### config.mk
export PLATFORM = sky130hd
export DESIGN_NAME = hazard_forward_unit
export DESIGN_NICKNAME = d
export VERILOG_FILES = /design/src/rtl/hazard_forward_unit.sv
export SDC_FILE = /design/constraint.sdc
export NUM_CORES = 1
export LEC_CHECK = 0
export CORE_MARGIN = 4
export CORE_UTILIZATION = 40
export CTS_BUF_LIST = sky130_fd_sc_hd__clkbuf_16
export DETAILED_ROUTE_END_ITERATION = 10
export GPL_ROUTABILITY_DRIVEN = 0
export MAX_ROUTING_LAYER = met4
export PLACE_DENSITY_LB_ADDON = 0.25
export SYNTH_ARGS = -nofsm -noshare
export SYNTH_HDL_FRONTEND = slang
export SYNTH_SLANG_ARGS = --single-unit
export TNS_END_PERCENT = 100
### constraint.sdc
create_clock -name clk -period 3.1 [get_ports clk]
set_clock_uncertainty 0.15 [all_clocks]
set_input_delay 0.775 -clock clk [delete_from_list [all_inputs] [get_ports clk]]
set_output_delay 0.775 -clock clk [all_outputs]
set_load 0.02 [all_outputs]
### src/rtl/hazard_forward_unit.sv
// Hazard detection and operand forwarding unit for a 5-stage in-order pipeline.
//
// Keeps shadow copies (EX, MEM, WB) of the destination information held in the
// datapath pipeline registers. It uses them to pick EX operand sources and to
// stall on hazards that forwarding cannot cover.
//
// Optional feature macro: FORWARD_PATH_EN
//   defined   : ForwardA/ForwardB select bypass paths. Only load-use stalls.
//   undefined : ForwardA/ForwardB are tied to 00. Any EX/MEM producer of a used
//               source stalls. WB is covered by a write-before-read register file.
//
// Ports:
//   clk, rst                   clock (rising edge), asynchronous active-low reset
//   ID_Rs, ID_Rt               source registers of the instruction in ID
//   ID_UseRs, ID_UseRt         the ID instruction really reads Rs / Rt
//   ID_Rd                      destination register of the ID instruction
//   ID_RegWrite, ID_MemRead    ID instruction writes a register / is a load
//   DC_stall                   data-cache miss; freezes the whole pipeline
//   ForwardA, ForwardB         EX operand select: 00 regfile, 01 WB_out, 10 MEM_ALUout
//   PC_Write, IFID_Write       0 holds PC and IF/ID
//   ID_flush                   1 turns the instruction entering ID/EX into a bubble
module hazard_forward_unit #(
  parameter int unsigned reg_size = 5
) (
  input  logic                clk,
  input  logic                rst,
  input  logic [reg_size-1:0] ID_Rs,
  input  logic [reg_size-1:0] ID_Rt,
  input  logic                ID_UseRs,
  input  logic                ID_UseRt,
  input  logic [reg_size-1:0] ID_Rd,
  input  logic                ID_RegWrite,
  input  logic                ID_MemRead,
  input  logic                DC_stall,
  output logic [1:0]          ForwardA,
  output logic [1:0]          ForwardB,
  output logic                PC_Write,
  output logic                IFID_Write,
  output logic                ID_flush
);

  typedef struct packed {
    logic                valid;
    logic                reg_write;
    logic                mem_read;
    logic [reg_size-1:0] rd;
  } slot_t;

  slot_t ex_q, mem_q, wb_q;

  // $0 is hardwired to zero, so a write to it never produces a value to bypass.
  function automatic logic slot_match(slot_t s, logic [reg_size-1:0] r);
    return s.valid & s.reg_write & (s.rd == r) & (s.rd != '0);
  endfunction

  logic ex_rs, ex_rt, mem_rs, mem_rt;
  logic hazard;
  logic dc_stall_eff;

  always_comb begin
    ex_rs  = slot_match(ex_q, ID_Rs);
    ex_rt  = slot_match(ex_q, ID_Rt);
    mem_rs = slot_match(mem_q, ID_Rs);
    mem_rt = slot_match(mem_q, ID_Rt);
  end

`ifdef FORWARD_PATH_EN
  // Only a load still in EX cannot be bypassed in time.
  assign hazard = ex_q.mem_read & ((ex_rs & ID_UseRs) | (ex_rt & ID_UseRt));
`else
  // No bypass network: wait until the producer reaches WB.
  assign hazard = ((ex_rs | mem_rs) & ID_UseRs) | ((ex_rt | mem_rt) & ID_UseRt);
`endif

  // A cache miss during reset must not hold the front end.
  assign dc_stall_eff = DC_stall & rst;
  assign PC_Write     = ~(dc_stall_eff | hazard);
  assign IFID_Write   = ~(dc_stall_eff | hazard);
  assign ID_flush     = hazard & ~dc_stall_eff;

  always_ff @(posedge clk or negedge rst) begin
    if (!rst) begin
      ex_q  <= '0;
      mem_q <= '0;
      wb_q  <= '0;
    end else if (!DC_stall) begin
      wb_q  <= mem_q;
      mem_q <= ex_q;
      ex_q  <= '{valid: ~ID_flush, reg_write: ID_RegWrite, mem_read: ID_MemRead, rd: ID_Rd};
    end
  end

`ifdef FORWARD_PATH_EN
  // Younger (EX) producer wins. A load in EX has no ALU result to bypass.
  function automatic logic [1:0] fwd_sel(logic ex_m, logic ex_load, logic mem_m);
    if (ex_m && !ex_load) return 2'b10;
    else if (mem_m)       return 2'b01;
    else                  return 2'b00;
  endfunction

  always_ff @(posedge clk or negedge rst) begin
    if (!rst) begin
      ForwardA <= 2'b00;
      ForwardB <= 2'b00;
    end else if (!DC_stall) begin
      if (ID_flush) begin
        ForwardA <= 2'b00;
        ForwardB <= 2'b00;
      end else begin
        ForwardA <= fwd_sel(ex_rs, ex_q.mem_read, mem_rs);
        ForwardB <= fwd_sel(ex_rt, ex_q.mem_read, mem_rt);
      end
    end
  end
`else
  assign ForwardA = 2'b00;
  assign ForwardB = 2'b00;
`endif

endmodule

# After elaboration in Yosys (flattened, before gate mapping)
# Cells that the tools add are included.
word_totals:
  input_bits: 22
  out_inout_bits: 7
  register_bits: 14
  wordCells: 33
op_classes:
  n_bitwise: 21
  reduce_logical: 2
  n_eq_ne: 4
ops:
  columns: ["operator", "n"]
  rows:
  - ["$eq 5x5->1", 4]
  - ["$and 1x1->1", 14]
  - ["$reduce_bool 5->1", 2]
  - ["$or 1x1->1", 4]
  - ["$not 1->1", 3]

# Depth between registers and ports, before layout
logic_depth:
  ltp_word: 8
  mapped_depth: 6
  ltp_nobuf: 5

# Least setup slack after synthesis
# No wires, ideal clock.
synth_timing:
  path_type: "register to output"
  start: "reg mem_q[0] in the netlist's numbering"
  end: "out PC_Write"
  stages_incl_launch_ff: 6
  arrival_time_ns: 1.769
  path_buffers: 1
  path_slack_ns: 0.406
  required_time_ns: 2.175
  cell_sequence: "dfrtp_1 or3_1 o311a_1 a22oi_2 a21boi_2 buf_4"
synth_between:
  elab_chain_cells: 8
  word_cells_on_any_way: 14
  classes_between: "eq/ne: 2; bitwise: 11; reduce/logical: 1"
synth_lines:
  columns: ["item", "line", "rtl"]
  rows:
  - ["start: declaration", "49", "slot_t ex_q, mem_q, wb_q;"]
  - ["start signal: assignment", "88", "mem_q <= ex_q;"]
  - ["$eq 5x5->1", "53", "return s.valid & s.reg_write & (s.rd == r) & (s.rd != '0);"]
  - ["$and 1x1->1 (2 in a row)", "53", null]
  - ["$or 1x1->1", "72", "assign hazard = ((ex_rs | mem_rs) & ID_UseRs) | ((ex_rt | mem_rt) & ID_UseRt);"]
  - ["$and 1x1->1", "72", null]
  - ["$or 1x1->1 *", "72", null]
  - ["$or 1x1->1 *", null, null]
  - ["$not 1->1 *", null, null]
  - ["end: declaration", "37", "output logic PC_Write,"]
# Mark *: on every way between the ends. The rest lies on a longest branch, timed or not.

# Worst setup path after layout
layout_timing:
  start: "in ID_Rt[4]"
  end: "out PC_Write"
layout_between:
  elab_chain_cells: 8
  word_cells_on_any_way: 11
  classes_between: "eq/ne: 2; bitwise: 9"
layout_lines:
  columns: ["item", "line", "rtl"]
  rows:
  - ["start: declaration", "28", "input logic [reg_size-1:0] ID_Rt,"]
  - ["$eq 5x5->1", "53", null]
  - ["$and 1x1->1 (2 in a row)", "53", null]
  - ["$or 1x1->1 *", "72", null]
  - ["$and 1x1->1 *", "72", null]
  - ["$or 1x1->1 *", "72", null]
  - ["$or 1x1->1 *", "77", "assign PC_Write = ~(dc_stall_eff | hazard);"]
  - ["$not 1->1 *", "77", null]
# Marks and branches as above.

==> impl_results.md <==
* Core ar. at 1980 um2
* Max Cap Viol at 0
* Synthesized flop and latch total at 14
* Critical Path Sink Type: output port
* Crit path buf inv count at 2
* Max Fclk at 0.339 GHz
* Root Buffer Master: clkbuf_16
* Vias in the first global route at 642
* RR Endpoint: ex_q[7]
* CP top delay family: compound AO/OA/AOI/OAI gates
* Worst Reg-to-Reg Cells at 7
* Mapped Avg Cell Area at 11.6 um2
* Cell Area, Synth at 846 um2
* Synth area leader: dfrtp_1
* Setup TNS Final at 0 ns
* Fraction of layout cells with a size suffix above 1 at 31.4%
* Final Cycle Share at 95.1%
* Drt initial violations at 6
* Hold Startpoint: mem_q[6]
* RSZ-0062 raised after global routing: no
* Final setup violating endpoints at 0
* Power, Total at 0.622 mW
* Min Clock Period, post-route at 2.95 ns
* Clock-pin slew on the worst setup and hold paths at 0.04 ns
* Die height at 54.0 um
* Non-Filler Instances at 132
* Area grow syn2layout at 45.1%
* Endpoint, Worst Hold: mem_q[6]
* PwrDens at 507 nW/um2
* Synth top area share at 41.4%
* Initial antenna violation count at 0
* Total CTS buffers at 3
* R2R Path Start: mem_q[2]
* WP data required at 2.17 ns
* Worst path slowest cell: dlygate4sd2_1
* Core Rows at 16
* DRC violations left at 0
* CTS H-tree lvls at 1
* Synth warnings at 0
* Largest cells by area after synthesis: dfrtp_1, xnor2_1, mux2_2, buf_4, nand4_1
* Ports at 29
* Final #Nets at 128
* CTS Buffer Depth at 2
* Leakage at 0.514 nW
* WHS Path Cells at 1
* Die width at 54.0 um
* Synth Instances at 73
* Port bufs at 23
* WL per Instance at 13.7 um
* Crit. Startpoint: ID_Rt[4]
* Die Footprint at 2910 um2
* WL final at 1.81 mm
* Primary FF master, synth: dfrtp_1
* Crit-path cells: dlygate4sd2_1, xnor2_1, nand4_1, o22ai_2, a22oi_2, a21boi_2, buf_4
* Overflow after GRT at 0
* EDFF count, synth at 0
* Filler Cells Inserted at 163
* Initial Util at 42.7%
* Max FO, Critical Path at 3
* Final Max Tran Viols at 0
* FF-to-FF setup slack at 1.30 ns
* Final WS setup at 0.153 ns
* GRT Overall Usage at 14.3%
* Sequential-to-total area share from yosys stat at 41.4%
* Most frequent cells after synthesis: xnor2_1, dfrtp_1, mux2_2
* Synth async-reset ratio at 100%
* Largest net degree at the start of global routing at 15
* Inst Count DP at 127
* Final ANT Viol Nets at 0
* Count leader, synth: xnor2_1
* Final Hold Fails at 0
* Via count at 632
* Hold Crit Class: reg2reg
* Outcome: finished, final reports clean
* Synth cell types at 15
* Worst IR Drop VDD at 391 uV
* Max incr delay on CP at 0.27 ns
* Crit path DAT at 2.02 ns
* Number of detailed-route iterations in the first pass at 4
* First-pass GRT wire length at 2.79 mm
* Num Clock Sinks at 14
* Type of origin of the critical path: primary input
* Critical path class: in2out
* Dpl ws at -0.509 ns
* Drt via density at 4.79
* Skew-Pair Late Insertion Delay at 0.24 ns
* CTS tree: done
* # diodes at 0
[cells in the final DEF (no fill, tap or decap)]
cell type / instances
xnor2_1: 20
mux2_2: 14
dfrtp_1: 14
buf_4: 11
clkdlybuf4s50_1: 10
dlygate4sd2_1: 6
nand4_1: 4
nand2_1: 4
conb_1: 4
dlymetal6s2s_1: 4
clkbuf_16: 3
o22ai_2: 2
or3_1: 2
o311a_1: 2
a22oi_2: 1
a21boi_2: 1
a21oi_1: 1
clkinv_1: 1
buf_2: 1
[metrics by stage]
stage | hold slack [ns] | utilization [%] | instance area, um2
CTS | 0.376 | 61.0 | 1210
global placement | 0.345 | 57.3 | 1140
detailed placement | 0.352 | 57.3 | 1140
global route | 0.396 | 61.9 | 1230
finish | 0.377 | 61.9 | 1230
floorplan | 0.329 | - | 857
[state kept, by name, indices dropped and copies added, names as in the netlist]
signal and count:
ex_q 7, mem_q 7
[where the power goes]
| group | switching, mW | leakage, nW | internal [mW] | total [mW] |
|---|---|---|---|---|
| logic | 0.0676 | 0.317 | 0.0942 | 0.162 |
| registers | 0.0182 | 0.158 | 0.205 | 0.223 |
| clock network | 0.0678 | 0.0385 | 0.170 | 0.238 |
| total | 0.154 | 0.514 | 0.469 | 0.622 |
[worst max-delay path by stage]
stage / depth (start not counted) / endpoint
after detailed placement: 7 / ID_flush
after floorplan: 5 / PC_Write
final: 7 / PC_Write
after CTS: 7 / IFID_Write
after global routing: 7 / PC_Write
after global placement: 7 / ID_flush
[area by class of cell]
cell class	instances	area, um2	area share, %
clock buffer	3	75.1	6.12
multi-input combinational	55	474	38.6
timing repair buffer	32	290	23.6
clock inverter	1	3.75	0.306
tap	27	33.8	2.75
sequential	14	350	28.5
[cell families (layout without fill, tap and decap cells)]
logic type / after synthesis / in the layout / share of synthesized area, %
multiplexers: 14 / 14 / 18.6
buffers and inverters: 7 / 36 / 5.33
other: 1 / 4 / 0.443
AND/OR/NAND/NOR: 10 / 10 / 6.21
flip-flops: 14 / 14 / 41.4
AO/OA/AOI/OAI: 7 / 7 / 7.25
XOR/XNOR: 20 / 20 / 20.7
[repair_timing]
action / 4_1_cts / 5_1_grt
setup buffers: 0 / 1
resized for setup: 22 / 4
pin swaps: 7 / 3
setup endpoints to repair: 3 / 3
hold buffers: 0 / 0
[metal layers]
layer,GRT usage [%],vias up,share of wire (%)
met4,6.22,0,0.61
li1,-,311,-
met3,3.88,2,7.8
met5,-,-,0
met2,22.6,19,48
met1,17.0,300,43
Power figures use the tool's default switching activity.
==> RTL change 1, RTL diff (same settings) <==
Set the parameter `reg_size` to 10 (it was 5).
--- a/src/rtl/hazard_forward_unit.sv
+++ b/src/rtl/hazard_forward_unit.sv
@@ -20,7 +20,7 @@
 //   PC_Write, IFID_Write       0 holds PC and IF/ID
 //   ID_flush                   1 turns the instruction entering ID/EX into a bubble
 module hazard_forward_unit #(
-  parameter int unsigned reg_size = 5
+  parameter int unsigned reg_size = 10
 ) (
   input  logic                clk,
   input  logic                rst,
Interface: changed (resized ID_Rd, ID_Rs and ID_Rt); port bits go from 29 to 44. The function was not compared with the original's and may differ.
==> RTL change 1 against the unedited design <==
Sequential cell count rose by 10; power is 44% higher; design area rose by 62%; count of clock-buffer cells in the layout did not move; wire length up 92%; maximum frequency decreased by 3.2%; die area rose by 60%; setup slack got worse by 0.098 ns; synthesized area rose by 72%; non-clock buffer count increased by 11; largest cell class unchanged; largest power group is now registers.
==> RTL change 1: results (changes against the unedited design) <==
metric	value	unit	change
synth_cell_type_count	19		was 15
first_global_vias	1259		was 642
worstHoldPathType	flip-flop to flip-flop		unchanged
clk_latency	0.25	ns	
sequential_cell_area_fraction_in_the_yosys_report	0.4134		was 0.4142
beginning_of_the_worst_register_to_register_path	mem_q[6]$_DFFE_PN0N_		was mem_q[2]$_DFFE_PN0N_
ranking_of_synthesized_cells_by_instance_count	40 x sky130_fd_sc_hd__xnor2_1, 24 x sky130_fd_sc_hd__dfrtp_1, 23 x sky130_fd_sc_hd__mux2_2		was 20 x sky130_fd_sc_hd__xnor2_1, 14 x sky130_fd_sc_hd__dfrtp_1, 14 x sky130_fd_sc_hd__mux2_2
top_regs	ex_q x12, mem_q x12		was ex_q x7, mem_q x7
psw	241.0	µW	was 153.5 µW
drive_gt1_frac	0.2722		was 0.3143
grt_first_pass_wirelength	5809	µm	was 2794 µm
grt_util_met1	0.2141		was 0.1701
number_of_detailed_route_iterations_in_the_first_pass	4		unchanged
cts_inserted_buffers	3		unchanged
top_signal_layer_used	met4		unchanged
clk_pin_slew_worst_paths	0.05	ns	
arrival	2.12	ns	was 2.02 ns
worstReg2RegEnd	ex_q[12]$_DFFE_PN0N_		was ex_q[7]$_DFFE_PN0N_
yosys_most_used_dff	sky130_fd_sc_hd__dfrtp_1		unchanged
drtIter0Drc	44		was 6
dr_wl_met3	226	µm	was 141 µm
critPathMaxFanout	3		unchanged
post_cts.resized_instances	40		was 22
synth.top_cells.by_area	sky130_fd_sc_hd__dfrtp_1 41%, sky130_fd_sc_hd__xnor2_1 24%, sky130_fd_sc_hd__mux2_2 18%		was sky130_fd_sc_hd__dfrtp_1 41%, sky130_fd_sc_hd__xnor2_1 21%, sky130_fd_sc_hd__mux2_2 19%
postPlaceCellArea	1873	µm²	was 1136 µm²
detailroute.wirelength.met2	1730	µm	was 875 µm
whs_endpoint	mem_q[12]$_DFFE_PN0N_		was mem_q[6]$_DFFE_PN0N_
leakage_dissipation	0.0007721	µW	was 0.0005136 µW
ctsHtreeMaxLevel	1		unchanged
gr-usage-all-layers	0.1763		was 0.1429
r2r_cells	7		unchanged
status	finished, final reports clean		unchanged
ys_warn_count	0		unchanged
avgViaCountPerCell	5.172		was 4.788
whs_path_depth	1		unchanged
clock-root-buffer	sky130_fd_sc_hd__clkbuf_16		unchanged
ant_diodes	0		unchanged
placement.io_buffers	38		was 23
grt_use_met3	0.02299		was 0.03878
cts.path.max_buffers	2		unchanged
post_cts.repair.setup_buffers	1		was 0
number_of_antenna_violations_at_the_first_check_in_global_routing	0		unchanged
vdd_drop_max	226.0	µV	was 390.6 µV
rrSetupSlack	1.15	ns	was 1.30 ns
maximum_number_of_pins_on_one_net_before_global_route_repair	26		was 15
min-delay-start	mem_q[12]$_DFFE_PN0N_		was mem_q[6]$_DFFE_PN0N_
drt-met1-wl	1460	µm	was 785 µm
final_net_count	208		was 128
ys_async_sr_fraction	1.000		unchanged
grt_util_met2	0.2936		was 0.2258
drt-total-wl	3478	µm	was 1813 µm
RTL change 1: cell count changes in the layout (fill, tap and decap cells not counted), moves of 4 or more:
| cell | change |
|---|---|
| sky130_fd_sc_hd__xnor2_1 | +17 |
| sky130_fd_sc_hd__dlygate4sd2_1 | +11 |
| sky130_fd_sc_hd__dfrtp_1 | +10 |
| sky130_fd_sc_hd__mux2_2 | +9 |
| sky130_fd_sc_hd__nand3_1 | +6 |
| sky130_fd_sc_hd__nand4_1 | +4 |
| sky130_fd_sc_hd__nor3_2 | +4 |
| sky130_fd_sc_hd__nor4_1 | +4 |
RTL change 1: power groups by stage:
stage | Combinational (µW) | Sequential, µW | Clock [µW]
after floorplan | 144 | 397 | 0
after global placement | 217 | 411 | 0
after detailed placement | 224 | 413 | 0
after CTS | 218 | 408 | 279
after global routing | 243 | 417 | 287
final | 220 | 410 | 268
RTL change 1: kinds of logic after synthesis:
kind of cell | after synthesis | synth area share
XOR/XNOR | 40 | 0.2412
AO/OA/AOI/OAI | 4 | 0.02326
multiplexers | 23 | 0.1783
flip-flops | 24 | 0.4134
other | 1 | 0.002582
AND/OR/NAND/NOR | 27 | 0.1034
buffers and inverters | 9 | 0.03790
RTL change 1: cell type report:
type                            instances  area, µm²
Clock buffer                            3      75.07
Tap cell                               46      57.56
Multi-Input combinational cell         98      867.1
Fill cell                             303       1428
Timing Repair Buffer                   43      384.1
Sequential cell                        24      600.6
Inverter                                1      3.754
RTL change 1: worst max-delay path by stage:
stage | from | endpoint | cells after the start
finish | ID_Rs[1] | PC_Write | 7
global route | ID_Rt[4] | PC_Write | 7
CTS | ID_UseRt | ID_flush | 6
detailed placement | ID_Rs[3] | ID_flush | 7
global placement | ID_Rs[8] | ID_flush | 7
floorplan | ID_Rs[2] | ID_flush | 5
RTL change 1: critical path, cell delays in order:
cell,delay [ns]
sky130_fd_sc_hd__dlygate4sd2_1,0.27
sky130_fd_sc_hd__xnor2_1,0.17
sky130_fd_sc_hd__nand3_1,0.13
sky130_fd_sc_hd__nor3_2,0.23
sky130_fd_sc_hd__o2111ai_2,0.20
sky130_fd_sc_hd__and3_4,0.20
sky130_fd_sc_hd__buf_4,0.15
RTL change 1: through the flow:
stage          power [µW]  hold slack (ns)  std cells  TNS [ns]  setup slack, ns
2_1_floorplan       540.8           0.3294        131         0           0.3064
3_3_place_gp        628.2           0.3443        210    -1.893          -0.6692
3_5_place_dp        636.9           0.3490        210    -2.005          -0.6870
4_1_cts             905.3           0.3803        214         0          0.01785
5_1_grt             947.5           0.4157        215         0       0.00001354
6_report            897.9           0.3828        215         0          0.05498
==> RTL change 2, RTL diff (same flow settings) <==
Without the edit above. Build with the macro `FORWARD_PATH_EN` defined.
--- a/src/rtl/hazard_forward_unit.sv
+++ b/src/rtl/hazard_forward_unit.sv
@@ -19,6 +19,8 @@
 //   ForwardA, ForwardB         EX operand select: 00 regfile, 01 WB_out, 10 MEM_ALUout
 //   PC_Write, IFID_Write       0 holds PC and IF/ID
 //   ID_flush                   1 turns the instruction entering ID/EX into a bubble
+`define FORWARD_PATH_EN
+
 module hazard_forward_unit #(
   parameter int unsigned reg_size = 5
 ) (
Function: changed (Yosys sat finds a counterexample within 4 cycles, from zero or initial values and one cycle with rst low).
==> RTL change 2 against the unedited design <==
Synthesized cell count grew 29%; clock power grew 8.8%; synthesized area increased by 23%; highest routed layer unchanged; design area rose by 24%; power grew 14%; setup slack got worse by 0.057 ns; combinational power fell by 8%; largest power group is now registers; wire length increased by 36%; sequential cell count rose by 5; utilization down 0.32 points.
==> RTL change 2: results (changes against the unedited design) <==
metric	value	unit	change
status	finished, final reports clean		unchanged
ys_async_sr_fraction	1.000		unchanged
gr-usage-all-layers	0.1646		was 0.1429
leakage_dissipation	0.0006886	µW	was 0.0005136 µW
clk_latency	0.25	ns	
synth_nets	116		
postPlaceCellArea	1438	µm²	was 1136 µm²
crit_path_top_delay_cell	sky130_fd_sc_hd__clkdlybuf4s50_1		was sky130_fd_sc_hd__dlygate4sd2_1
beginning_of_the_worst_register_to_register_path	ex_q[3]$_DFFE_PN0N_		was mem_q[2]$_DFFE_PN0N_
cpLargestDelayFamily	buffers and inverters		was compound AO/OA/AOI/OAI gates
ctsHtreeMaxLevel	1		unchanged
number_of_detailed_route_iterations_in_the_first_pass	4		unchanged
post_cts.repair.setup_buffers	0		unchanged
cts_inserted_buffers	3		unchanged
worst_slew_pin_slew	0.2922	ns	
ys_warn_count	0		unchanged
top_regs	ex_q x8, mem_q x7		was ex_q x7, mem_q x7
drtIter0Drc	18		was 6
avgViaCountPerCell	5.073		was 4.788
synth.top_cells.by_area	sky130_fd_sc_hd__dfrtp_1 46%, sky130_fd_sc_hd__mux2_2 14%, sky130_fd_sc_hd__xor2_1 12%		was sky130_fd_sc_hd__dfrtp_1 41%, sky130_fd_sc_hd__xnor2_1 21%, sky130_fd_sc_hd__mux2_2 19%
min-delay-start	ForwardA[1]$_DFFE_PN0N_		was mem_q[6]$_DFFE_PN0N_
ant_diodes	0		unchanged
grt_first_pass_wirelength	4160	µm	was 2794 µm
synth_cell_type_count	24		was 15
clk_pin_slew_worst_paths	0.05	ns	
critPathMaxStageDelay	0.50	ns	was 0.27 ns
critPathLaunch	ID_Rt[4]		unchanged
maximum_number_of_pins_on_one_net_before_global_route_repair	24		was 15
arrival	2.08	ns	was 2.02 ns
vdd_drop_max	370.9	µV	was 390.6 µV
synth_area_per_cell	11.07	µm²	was 11.59 µm²
worstHoldPathType	flip-flop to flip-flop		unchanged
number_of_placed_instances_with_taps_included	161		was 127
dp_wirelength	1957	µm	
setup_slack	0.09611	ns	was 0.1533 ns
drt-total-wl	2458	µm	was 1813 µm
sequential_cell_area_fraction_in_the_yosys_report	0.4567		was 0.4142
grt.overflow.total	0		unchanged
critPathMaxFanout	3		unchanged
ranking_of_synthesized_cells_by_instance_count	19 x sky130_fd_sc_hd__dfrtp_1, 14 x sky130_fd_sc_hd__xor2_1, 13 x sky130_fd_sc_hd__mux2_2		was 20 x sky130_fd_sc_hd__xnor2_1, 14 x sky130_fd_sc_hd__dfrtp_1, 14 x sky130_fd_sc_hd__mux2_2
detailedPlace.worstSlack	-0.5253	ns	was -0.5085 ns
number_of_antenna_violations_at_the_first_check_in_global_routing	0		unchanged
startpoint_type	input port		unchanged
cts.path.max_buffers	2		unchanged
drive_gt1_frac	0.2963		was 0.3143
placement.io_buffers	28		was 23
clock-root-buffer	sky130_fd_sc_hd__clkbuf_16		unchanged
first_global_vias	881		was 642
layoutNonFillerInstCount	165		was 132
-- RTL change 2: cell types whose count changed after synthesis, moves of 3 or more --
cell                      before  now
sky130_fd_sc_hd__xnor2_1      20    6
sky130_fd_sc_hd__xor2_1        0   14
sky130_fd_sc_hd__nor2_1        0    8
sky130_fd_sc_hd__dfrtp_1      14   19
sky130_fd_sc_hd__buf_4         5    1
sky130_fd_sc_hd__nand3_1       0    4
sky130_fd_sc_hd__nand2_1       4    7
sky130_fd_sc_hd__nand4_1       4    1
-- RTL change 2: where the power goes --
group / switching [µW] / internal (µW) / total, µW / leakage, µW
registers: 30.0 / 271 / 301 / 0.000228
clock network: 88.1 / 171 / 259 / 0.0000423
logic: 64.1 / 84.9 / 149 / 0.000419
-- RTL change 2: worst paths after layout --
| path | cells past startpoint | to | slack, ns |
|---|---|---|---|
| max | 6 | ID_flush | 0.1 |
| min | 2 | ForwardA[1]$_DFFE_PN0N_ | 0.33 |
| max reg2reg | 5 | ForwardB[0]$_DFFE_PN0N_ | 1.08 |
| min reg2reg | 2 | ForwardA[1]$_DFFE_PN0N_ | 0.33 |
| max in group asynchronous | 2 | mem_q[1]$_DFFE_PN0N_ | 1.85 |
| min in group asynchronous | 2 | ForwardA[1]$_DFFE_PN0N_ | 0.78 |
-- RTL change 2: cells by family after synthesis --
| group | Yosys count | synth area share |
|---|---|---|
| simple gates | 25 | 0.1190 |
| xor+xnor | 20 | 0.1683 |
| flops | 19 | 0.4567 |
| mux | 14 | 0.1502 |
| compound gates | 11 | 0.08413 |
| buf+inv | 5 | 0.02163 |
-- RTL change 2: layout make-up --
cell class                      count  area, µm²
Fill cell                         206      950.9
Clock inverter                      1      3.754
Tap cell                           30      37.54
Multi-Input combinational cell     70      556.8
Inverter                            1      3.754
Timing Repair Buffer               41      374.1
Clock buffer                        3      75.07
Sequential cell                    19      475.5
-- RTL change 2: what timing repair did --
| action | 4_1_cts | 5_1_grt |
|---|---|---|
| cloned | 0 | 0 |
| hold buffers | 0 | 0 |
| pin swaps | 3 | 4 |
| hold endpoints to repair | 0 | 0 |
| gates resized for setup | 19 | 6 |
| endpoints found under the setup margin | 3 | 1 |
-- RTL change 2: per-layer routing --
| metal | track usage | wire, µm | up-vias |
|---|---|---|---|
| li1 | - | - | 410 |
| met1 | 0.2030 | 1047 | 407 |
| met2 | 0.2713 | 1261 | 18 |
| met3 | 0.03050 | 136 | 2 |
| met4 | 0.05502 | 12 | 0 |
| met5 | - | 0 | - |
